==> src/rtl/uart_pkg.sv <==
// Shared UART definitions: receiver state encoding and link-wide constants.
package uart_pkg;

    localparam int UART_DEFAULT_CLKS_PER_BIT = 868;  // 100 MHz / 115200
    localparam int UART_DATA_BITS            = 8;

    typedef enum logic [2:0] {
        IDLE  = 3'd0,
        START = 3'd1,
        DATA  = 3'd2,
        STOP  = 3'd3,
        BREAK = 3'd4
    } uart_rx_state_t;

endpackage

==> src/rtl/uart_rx_sync_2ff.sv <==
// Two-flop synchronizer for a single asynchronous input, with a
// parameterized reset value so idle-high lines come out of reset idle.
module sync_2ff #(
    parameter logic RESET_VAL = 1'b1
) (
    input  logic clk,
    input  logic rst_n,
    input  logic d,
    output logic q
);

    logic meta;

    // Two-stage capture of the asynchronous input.
    always_ff @(posedge clk) begin
        if (!rst_n) begin
            meta <= RESET_VAL;
            q    <= RESET_VAL;
        end else begin
            meta <= d;
            q    <= meta;
        end
    end

endmodule

==> src/rtl/uart_rx.sv <==
// 8N1 UART receiver: synchronizes the pin, deframes LSB-first characters
// and presents each byte in a single-entry valid/ready holding register.
//
// Handshake: rx_valid stays high while rx_data holds an undelivered byte; a
// transfer happens on any rising edge where rx_valid & rx_ready are both 1.
// rx_ready only influences registered state, never an output directly.
// DATA_BITS must be at least 2; CLKS_PER_BIT must be even and at least 8.
module uart_rx
    import uart_pkg::*;
#(
    parameter int CLKS_PER_BIT = UART_DEFAULT_CLKS_PER_BIT,
    parameter int DATA_BITS    = UART_DATA_BITS
) (
    input  logic                 clk,
    input  logic                 rst_n,
    input  logic                 UART_rx,
    output logic [DATA_BITS-1:0] rx_data,
    output logic                 rx_valid,
    input  logic                 rx_ready,
    output logic                 frame_err,
    output logic                 overrun,
    output logic                 busy,
    output uart_rx_state_t       dbg_state
);

    localparam int CW = $clog2(CLKS_PER_BIT);
    localparam int BW = (DATA_BITS > 1) ? $clog2(DATA_BITS) : 1;

    localparam logic [CW-1:0] HALF_LAST = CW'(CLKS_PER_BIT / 2 - 1);
    localparam logic [CW-1:0] BIT_LAST  = CW'(CLKS_PER_BIT - 1);
    localparam logic [BW-1:0] IDX_LAST  = BW'(DATA_BITS - 1);

    uart_rx_state_t state, state_next;

    logic                 rx_s;
    logic                 rx_prev;
    logic [CW-1:0]        cnt;
    logic [BW-1:0]        bit_idx;
    logic [DATA_BITS-1:0] shreg;

    logic cnt_clr;
    logic shift_en;
    logic byte_done;
    logic stop_bad;

    sync_2ff #(
        .RESET_VAL (1'b1)
    ) u_sync (
        .clk   (clk),
        .rst_n (rst_n),
        .d     (UART_rx),
        .q     (rx_s)
    );

    assign busy      = (state != IDLE);
    assign dbg_state = state;

    // State register.
    always_ff @(posedge clk) begin
        if (!rst_n) state <= IDLE;
        else        state <= state_next;
    end

    // Next-state decode and per-cycle datapath strobes.
    always_comb begin
        state_next = state;
        cnt_clr    = 1'b0;
        shift_en   = 1'b0;
        byte_done  = 1'b0;
        stop_bad   = 1'b0;
        case (state)
            IDLE: begin
                // A high-to-low transition of the synced line starts a frame.
                if (rx_prev && !rx_s) begin
                    state_next = START;
                    cnt_clr    = 1'b1;
                end
            end
            START: begin
                // Mid start bit: still low means a real start, else a glitch.
                if (cnt == HALF_LAST) begin
                    cnt_clr    = 1'b1;
                    state_next = rx_s ? IDLE : DATA;
                end
            end
            DATA: begin
                if (cnt == BIT_LAST) begin
                    shift_en = 1'b1;
                    if (bit_idx == IDX_LAST) state_next = STOP;
                end
            end
            STOP: begin
                if (cnt == BIT_LAST) begin
                    if (rx_s) begin
                        byte_done  = 1'b1;
                        state_next = IDLE;
                    end else begin
                        stop_bad   = 1'b1;
                        state_next = BREAK;
                    end
                end
            end
            BREAK: begin
                // Line stuck low: wait for it to return high before rearming.
                if (rx_s) state_next = IDLE;
            end
            default: state_next = IDLE;
        endcase
    end

    // Edge-detect history, bit-time counter, bit index and shift register.
    always_ff @(posedge clk) begin
        if (!rst_n) begin
            rx_prev <= 1'b1;
            cnt     <= '0;
            bit_idx <= '0;
            shreg   <= '0;
        end else begin
            rx_prev <= rx_s;
            if (cnt_clr || cnt == BIT_LAST) cnt <= '0;
            else                            cnt <= cnt + CW'(1);
            if (cnt_clr)       bit_idx <= '0;
            else if (shift_en) bit_idx <= bit_idx + BW'(1);
            if (shift_en) shreg <= {rx_s, shreg[DATA_BITS-1:1]};
        end
    end

    // Holding register and registered error pulses.
    always_ff @(posedge clk) begin
        if (!rst_n) begin
            rx_data   <= '0;
            rx_valid  <= 1'b0;
            frame_err <= 1'b0;
            overrun   <= 1'b0;
        end else begin
            frame_err <= stop_bad;
            overrun   <= 1'b0;
            if (byte_done) begin
                // Load when empty or being drained this same cycle.
                if (!rx_valid || rx_ready) begin
                    rx_data  <= shreg;
                    rx_valid <= 1'b1;
                end else begin
                    overrun <= 1'b1;
                end
            end else if (rx_valid && rx_ready) begin
                rx_valid <= 1'b0;
            end
        end
    end

endmodule

==> config.mk <==
export PLATFORM = sky130hd
export DESIGN_NAME = uart_rx
export DESIGN_NICKNAME = d
export VERILOG_FILES = /design/src/rtl/uart_pkg.sv /design/src/rtl/uart_rx_sync_2ff.sv /design/src/rtl/uart_rx.sv
export SDC_FILE = /design/constraint.sdc
export NUM_CORES = 1
export LEC_CHECK = 0
export CORE_UTILIZATION = 57
export CTS_BUF_LIST = sky130_fd_sc_hd__clkbuf_8
export DETAILED_ROUTE_END_ITERATION = 8
export PLACE_DENSITY = 0.81
export REMOVE_ABC_BUFFERS = 1
export SLEW_MARGIN = 25
export SYNTH_ARGS = -nofsm -noshare
export SYNTH_HDL_FRONTEND = slang
export SYNTH_SLANG_ARGS = --single-unit
export TNS_END_PERCENT = 1
==> constraint.sdc <==
create_clock -name clk -period 2 [get_ports clk]
set_clock_uncertainty 0.1 [all_clocks]
set_input_delay 0.3 -clock clk [delete_from_list [all_inputs] [get_ports clk]]
set_output_delay 0.3 -clock clk [all_outputs]
set_load 0.1 [all_outputs]
==> results.toml <==
[logic_synthesis]
synthCells = 173
ys_warn_count = 0
synth_edf_count = 0
yosysTopAreaCell = "dfxtp_1"
synthArstFlopShare = 0
synth_flop_cell = "dfxtp_1"
synth_area_um2 = 1625
synth_top_cell_area_share = 0.4681
synth_area_per_cell_um2 = 9.395
synthDistinctLibCells = 39
ys_ff_latch = 38
synthTopCellsByCount = "38 x dfxtp_1, 24 x nor2_1, 12 x nand3_1, 11 x a21oi_1"
yosysSeqAreaShare = 0.4681
yosys-top-cells-area = "dfxtp_1 47%, mux2i_1 6.2%, nor2_1 5.5%"
yosysMostFrequentCell = "dfxtp_1"

[routing]
drtAntennaViolNets = 0
dr.first_iter.drc_count = 46
drcViolationCount = 0
finalWirelength_mm = 3.107
drt_first_pass_iters = 4
via_count = 1289
vias_per_cell = 5.678
routedWlPerCell_um = 13.69

[layout]
multi_input_area_um2 = 805.8
area_growth_pct = 19.48
final_cells = 227
drive_gt1_frac = 0.1684
final_core_util = 0.7103
nets = 203
diodes = 0
seq_area_um2 = 760.7
fillers = 216

[cts]
clk_latency_ps = 280
cts.path.max_buffers = 2
cts-resized-gates = 0
htree_levels = 2
clk_pin_slew_ps = 70
cts_tree = "built"
cts_made_buffers = 5
ctsHoldBuffers = 0
cts.sinks = 38
cts-root-buf = "clkbuf_8"
cts_setup_buffers = 0

[timing]
rsz0062_at_grt = "no"
tns_ps = 0
worst_pin_slew_ps = 469.0
fin_crit_sh = 0.9272
hold_ws_ps = 328.0
layout_min_cycle_time_ps = 1854
relSlewSlack = 0.6866
finalHoldViolCount = 0
max_freq_mhz = 539.2
slew_violations = 0
setup_viol = 0

[grt]
grt_util_met2 = 0.3769
grt_pass1_wl_mm = 5.582
grt-busiest-layer = "met2"
grt_use_met1 = 0.2823
grt-ovfl-total = 0
grt_use_met3 = 0.05386
grt_pass1_vias = 1273
antenna_found_initial = 0
grtUsageTotal = 0.2313
grt_max_degree = 19

[floorplanning]
die_y_um = 55.40
ios = 19
die-area_um2 = 3069
rows = 19
coreArea_um2 = 2734
die_w_um = 55.40
initial_utilization = 0.5945

[critical_path]
cp_cell_sequence = "ha_1 > nand4bb_1 > nor3_1 > a211o_2 > nor2_1"
cp_max_fo = 9
required_ps = 2070
crit_buf_inv = 0
crit_path_end_kind = "flop"
critPathLaunchType = "flop"
slowest_delay_ps = 430
critical_path_class = "flop to flop"
slowest_stage = "nor3_1"
cp_top_family = "simple AND/OR/NAND/NOR gates"
arrival_ps = 1930

[place]
gp_congestion = 0.8258
place_inst = 218
io_buffers = 18
place_hpwl_mm = 2.296

[pwr]
p_seq_frac = 0.525
swShare = 0.2596
clkPwrFrac = 0.354
power_density_nw_per_um2 = 775.6
p_comb_frac = 0.121
cell_internal_pwr_uw = 1115
p_leak_uw = 0.0008033
ir_drop_uv = 772.6
p_sw_uw = 391.0

[status]
outcome = "completed"

[worst_hold_path]
hold_class = "flop to flop"

[flow_run]
maxCapViolCount = 0
-- logic make-up after synthesis --
kind of cell,count (synthesis),synth area share
adders and majority gates,4,0.03079
muxes,10,0.06159
and+or+nand+nor,72,0.2510
DFF,38,0.4681
AOI/OAI and AO/OA,28,0.1039
buffers and inverters,12,0.03618
xor gates and xnor gates,9,0.04850
-- per-stage QoR --
stage	setup WS, ps	area, µm²	total power [µW]
after floorplan	-410.8	1585	920.5
after global routing	3.675	1942	1571
final	145.5	1942	1506
after CTS	148.0	1934	1520
after detailed placement	179.1	1839	991.1
after global placement	255.0	1839	986.5
-- registers in the layout (all words and copies together), names as in the netlist --
| signal | count |
|---|---|
| rx_prev | 1 |
| overrun | 1 |
| frame_err | 1 |
| bit_idx | 3 |
| rx_data | 8 |
| dbg_state | 3 |
| cnt | 10 |
| shreg | 8 |
| u_sync.q | 1 |
| u_sync.meta | 1 |
| rx_valid | 1 |
-- cell usage in the layout, fill, tap and decap left out, types with 2 or more instances in the layout --
| cell | Yosys | final |
|---|---|---|
| ha_1 | 4 | 4 |
| nor3b_1 | 3 | 3 |
| buf_12 | 0 | 4 |
| nand2b_1 | 3 | 3 |
| dfxtp_1 | 38 | 38 |
| o21ai_0 | 10 | 10 |
| clkbuf_8 | 0 | 6 |
| and2_1 | 2 | 2 |
| clkdlybuf4s50_1 | 0 | 3 |
| buf_4 | 1 | 15 |
| nor2b_1 | 2 | 2 |
| inv_1 | 5 | 5 |
| nor3_1 | 4 | 4 |
| mux2i_1 | 10 | 10 |
| nand4_1 | 4 | 4 |
| nand2_1 | 7 | 7 |
| xor2_1 | 4 | 4 |
| a21oi_1 | 11 | 11 |
| xnor2_1 | 5 | 5 |
| nor2_1 | 24 | 24 |
| nand3_1 | 12 | 12 |
-- final cells by class --
type                            instances  area share
Multi-Input combinational cell        123      0.4149
Tap cell                               31     0.01997
Clock inverter                          2    0.006443
Inverter                                5    0.009665
Sequential cell                        38      0.3918
Timing Repair Buffer                   22      0.1147
Clock buffer                            6     0.04253
-- per-layer routing --
layer | vias to the layer above | routed length, µm | part of all wire
li1 | 652 | - | -
met1 | 605 | 1359 | 0.44
met2 | 25 | 1577 | 0.51
met3 | 7 | 123 | 0.040
met4 | 0 | 46 | 0.015
met5 | - | 0 | 0
-- final timing paths --
path                                   from  endpoint  slack (ps)  depth (start not counted)
worst max register to register       cnt[0]    cnt[9]         150                          5
worst max-delay path                 cnt[0]    cnt[9]         150                          5
worst min-delay path            u_sync.meta  u_sync.q         330                          1
worst min register to register  u_sync.meta  u_sync.q         330                          1
-- power by group through the flow --
stage	combinational, µW	clock (µW)	sequential, µW
6_report	183	532	791
5_1_grt	193	584	794
4_1_cts	184	546	790
3_5_place_dp	183	0	808
3_3_place_gp	179	0	807
2_1_floorplan	84.8	0	836
Note: power is estimated with default switching activity, not from simulation.
